==> src/rtl/ram8_fifo.sv <==
// rtl/ram8_fifo.sv - 9-word valid/ready FIFO using a RAM8 as storage behind a registered output slot
module ram8_fifo (
    input  logic        clk,
    input  logic        rst_n,
    input  logic        in_valid,
    input  logic [15:0] in_data,
    output logic        in_ready,
    output logic        out_valid,
    output logic [15:0] out_data,
    input  logic        out_ready,
    output logic [3:0]  count,
    output logic        ram_load,
    output logic [2:0]  ram_address,
    output logic [15:0] ram_in,
    input  logic [15:0] ram_out
);

    logic [2:0] wr_ptr;
    logic [2:0] rd_ptr;
    logic [3:0] ram_cnt;
    logic       pri;

    logic       slot_free;
    logic       bypass;
    logic       rd_req;
    logic       wr_req;
    logic       rd_gnt;
    logic       wr_gnt;
    logic       contended;
    logic [3:0] ram_cnt_nxt;
    logic       out_valid_nxt;

    assign ram_in = in_data;

    // Request generation, single-port arbitration and RAM port drive
    always_comb begin
        slot_free   = !out_valid || out_ready;
        bypass      = (ram_cnt == 4'd0) && slot_free;
        rd_req      = (ram_cnt != 4'd0) && slot_free;
        wr_req      = in_valid && (ram_cnt < 4'd8) && !bypass;
        contended   = rd_req && wr_req;
        rd_gnt      = rd_req && (!wr_req || !pri);
        wr_gnt      = wr_req && (!rd_req || pri);
        in_ready    = bypass ? 1'b1 : ((ram_cnt < 4'd8) && !rd_gnt);
        ram_address = wr_gnt ? wr_ptr : rd_ptr;
        ram_load    = wr_gnt && rst_n;
    end

    // Next occupancy of the RAM and the output slot, used for the registered count
    always_comb begin
        ram_cnt_nxt = ram_cnt;
        if (wr_gnt) begin
            ram_cnt_nxt = ram_cnt + 4'd1;
        end else if (rd_gnt) begin
            ram_cnt_nxt = ram_cnt - 4'd1;
        end
        out_valid_nxt = out_valid;
        if (bypass && in_valid) begin
            out_valid_nxt = 1'b1;
        end else if (rd_gnt) begin
            out_valid_nxt = 1'b1;
        end else if (out_ready) begin
            out_valid_nxt = 1'b0;
        end
    end

    // Pointers, RAM occupancy, arbitration priority and registered count
    always_ff @(posedge clk or negedge rst_n) begin
        if (!rst_n) begin
            wr_ptr  <= 3'd0;
            rd_ptr  <= 3'd0;
            ram_cnt <= 4'd0;
            pri     <= 1'b0;
            count   <= 4'd0;
        end else begin
            if (wr_gnt) begin
                wr_ptr <= wr_ptr + 3'd1;
            end
            if (rd_gnt) begin
                rd_ptr <= rd_ptr + 3'd1;
            end
            if (contended) begin
                pri <= !pri;
            end
            ram_cnt <= ram_cnt_nxt;
            count   <= ram_cnt_nxt + {3'd0, out_valid_nxt};
        end
    end

    // Output slot: bypass load from the producer, refill from RAM, or drain
    always_ff @(posedge clk or negedge rst_n) begin
        if (!rst_n) begin
            out_valid <= 1'b0;
            out_data  <= 16'h0000;
        end else begin
            out_valid <= out_valid_nxt;
            if (bypass && in_valid) begin
                out_data <= in_data;
            end else if (rd_gnt) begin
                out_data <= ram_out;
            end
        end
    end

endmodule

==> config.mk <==
export PLATFORM = sky130hd
export DESIGN_NAME = ram8_fifo
export DESIGN_NICKNAME = d
export VERILOG_FILES = /design/src/rtl/ram8_fifo.sv
export SDC_FILE = /design/constraint.sdc
export NUM_CORES = 1
export LEC_CHECK = 0
export CORE_MARGIN = 2
export CORE_UTILIZATION = 41
export CTS_CLUSTER_DIAMETER = 100
export DETAILED_ROUTE_END_ITERATION = 8
export PLACE_DENSITY = 0.81
export RECOVER_POWER = 100
export SLEW_MARGIN = 10
export SYNTH_ARGS = -nofsm -noshare
export SYNTH_HDL_FRONTEND = slang
export SYNTH_SLANG_ARGS = --single-unit
==> constraint.sdc <==
create_clock -name clk -period 2.74 [get_ports clk]
set_input_delay 0.411 -clock clk [delete_from_list [all_inputs] [get_ports clk]]
set_output_delay 0.411 -clock clk [all_outputs]
set_load 0.05 [all_outputs]
==> results by group <==
Outcome
  • Outcome: complete, but fails checks
  • Violated checks: max-capacitance violations, max-slew violations

Clocking
  • Root buf cell: clkbuf_8
  • Htree depth: 2
  • Sink Count: 32
  • Clock Path Buffers: 2
  • Setup bufs post-CTS: 0
  • Clock Latency Late Sink: roughly 280 ps
  • Clock Pin Slew Worst Setup and Hold Paths: 60 ps
  • Hold-fix buffers at CTS: 0
  • TritonCTS clock tree: done
  • Post_cts resized: 0
  • CTS Buf Count: 5

Setup path
  • FF-to-FF setup slack: around 520 ps
  • R2R Path Start: ram_cnt[0]
  • CP Class: reg2out
  • Worst-case reg-to-reg path depth: 9
  • Reg2reg end: count[3]
  • Worst Path Max Fanout: 4
  • Worst-path cell chain: inv_1, ha_1, nor2b_1, o31ai_4, mux2_2, clkbuf_2
  • Critical Path Source Type: register
  • Crit end category: output pin
  • Crit path max-delay cell type: dfrtp_1
  • Slowest stage delay, CP: between 300 and 400 ps
  • Worst EP required: about 2300 ps
  • Arr. time, crit path: just over 2000 ps

Global route
  • First-pass GRT wire length: about 5800 um
  • Pin count of the biggest net entering global routing: 33
  • Vias in the first global route: 1273
  • GRT Util Overall: 17.2%
  • Initial antenna violation count: 0
  • Total grt overflow: 0

Timing
  • Setup-failing EPs final: 0
  • Worst Clk Skew: 8.34 ps
  • Slew @ Worst Pin: 1650 ps
  • Fmax: 403 MHz
  • Setup TNS Final: 0 ps
  • Final hold viol count: 0
  • RSZ-0062 raised after global routing: false
  • Tcrit/Tclk final: 90.5%
  • Tmin final: roughly 2500 ps
  • Worst rel slew slack: -10.3%
  • Slew Viols, Final: 33
  • Worst setup margin: 261 ps

Hold path
  • Hold path start: wr_ptr[2]
  • HP Class: reg2reg
  • Hold Path Stages: 1
  • Hold endpoint: wr_ptr[2]

Floorplan
  • Row Count: 23
  • Core Box Area: approximately 4000 um2
  • Die Area: between 4000 and 5000 um2
  • Die Height: between 60 and 70 um
  • Initial Utilization: a little over two fifths
  • # IOs: slightly below 80
  • Die width: roughly 68 um

Pwr
  • Sequential power share: roughly 28%
  • Logic pwr share: 60.8%
  • Switching Share: between 50% and 60%
  • Leak: 1.13 nW
  • Internal power: roughly 1.6 mW
  • Clk network pwr share: around 11%
  • PD cells: 1280 nW/um2
  • Overall power: between 3 and 4 mW
  • Net Switching: ~1.6 mW
  • Worst vdd ir: approximately 0.71 mV

Placement
  • Routability cong.: 0.817
  • Placed cell area: around 2400 um2
  • Post-DP HPWL: 2860 um
  • I/O Buffers: between 70 and 80
  • Pre-CTS setup slack: about 360 ps

Layout
  • Share of layout cells above drive strength 1: between 9 and 10%
  • Area delta synth->final: 46.8%
  • Final core utilization: 62.2%
  • Fin area: 2490 um2
  • Layout Nets: between 200 and 300
  • # diodes: 0

Route
  • DR pass1 iterations: 4
  • Drt via density: approximately 4.8
  • Wire per inst: 13.6 um
  • Post-DRT Antenna Nets: 0
  • Initial drt markers: 59
  • DRC violations left: 0
  • Wirelength, routed: 3760 um
  • Via count: approximately 1300

Logic synthesis
  • Post-synthesis sequential area ratio: 47.3%
  • Flop and latch count out of synthesis: 32
  • Synth Area per Inst: 10.8 um2
  • Post-synth EDFFs: 0
  • Synth Cell Area: 1690 um2
  • Ys flop type: dfrtp_1
  • FFs w/ async S/R, synth: between 90% and 100%
  • Syn_nets: 199
  • Yosys warns: 0
  • Unique masters post-synth: 29
  • Post-Syn Instances: 157

Flow run
  • Max_cap viols: 1
[final cells by class]
class / count / area [um2]
fill: 344 / 1510
tap: 50 / 62.6
multi-input combinational: 100 / 722
clock buffer: 8 / 90.1
sequential: 32 / 801
inverter: 4 / 15.0
timing repair buffer: 82 / 796
[critical path: cells and delay by family (launching register included)]
kind	cells	cell delay (ps)
compound gates	1	310
fa+ha+maj	1	240
buf+inv	2	320
flops	1	370
mux	1	370
simple gates	1	170
[logic make-up (layout without fill, tap and decap cells)]
kind of cell	count (synthesis)	count (layout)	synth area share, %
mux	21	21	12.8
compound gates	27	27	10.6
fa+ha+maj	6	6	4.43
xor+xnor	10	10	5.61
flops	32	32	47.3
simple gates	36	36	9.97
buf+inv	25	94	9.31
[per-stage QoR]
step	hold slack, ps	cells
finish	490	276
global route	500	276
CTS	496	276
detailed placement	464	268
global placement	462	268
floorplan	115	157
[per-layer routing]
| metal | up-vias | wire [um] | track usage (%) |
|---|---|---|---|
| met4 | 0 | 15 | 6.75 |
| met5 | - | 0 | 0 |
| met2 | 48 | 2080 | 29.6 |
| li1 | 657 | - | - |
| met3 | 2 | 254 | 5.26 |
| met1 | 630 | 1410 | 19.9 |
[worst max path at each step]
stage                     startpoint             end  slack [ps]  cells past startpoint
after floorplan            out_valid        in_ready         500                      4
after global placement      in_valid  ram_address[2]         420                      5
after detailed placement   out_ready        count[2]         360                      7
after CTS                 ram_cnt[0]  ram_address[1]         270                      6
after global routing      ram_cnt[0]  ram_address[2]         110                      6
final                     ram_cnt[0]  ram_address[1]         260                      6
[flip-flops by register name (all words and copies together) (netlist names)]
| signal | cells |
|---|---|
| count | 4 |
| ram_cnt | 4 |
| wr_ptr | 3 |
| out_data | 16 |
| rd_ptr | 3 |
| pri | 1 |
| out_valid | 1 |
[power by group through the flow]
| stage | sequential [mW] | clock [mW] | combinational (mW) |
|---|---|---|---|
| final | 0.885 | 0.361 | 1.93 |
| after global routing | 0.920 | 0.400 | 2.10 |
| after CTS | 0.898 | 0.376 | 2.10 |
| after detailed placement | 0.900 | 0 | 2.08 |
| after global placement | 0.898 | 0 | 2.05 |
| after floorplan | 1.43 | 0 | 0.884 |
[synthesized netlist by cell type, types with 2 or more instances]
| cell | instances | area share (%) |
|---|---|---|
| nor2b_1 | 3 | 1.1 |
| mux2i_1 | 16 | 9.5 |
| nand2_1 | 4 | 0.89 |
| o21ai_0 | 2 | 0.59 |
| xor2_1 | 3 | 1.6 |
| mux2_2 | 5 | 3.3 |
| inv_1 | 4 | 0.89 |
| nand3_1 | 3 | 0.89 |
| clkbuf_1 | 4 | 0.89 |
| buf_4 | 17 | 7.5 |
| ha_1 | 6 | 4.4 |
| dfrtp_1 | 32 | 47 |
| nor2_1 | 19 | 4.2 |
| nand2b_1 | 2 | 0.74 |
| a21oi_1 | 18 | 5.3 |
| xnor2_1 | 6 | 3.1 |
[placed cells by master, fill, tap and decap left out, types with 4 or more instances in the layout]
| cell type | n |
|---|---|
| a21oi_1 | 17 |
| dfrtp_1 | 32 |
| xnor2_1 | 7 |
| clkbuf_1 | 4 |
| ha_1 | 6 |
| mux2_2 | 5 |
| inv_1 | 4 |
| mux2i_1 | 16 |
| nand2_1 | 4 |
| nor2_1 | 19 |
| clkbuf_2 | 4 |
| clkbuf_8 | 6 |
| clkdlybuf4s50_1 | 33 |
| dlygate4sd3_1 | 39 |
Note: power is estimated with default switching activity, not from simulation.
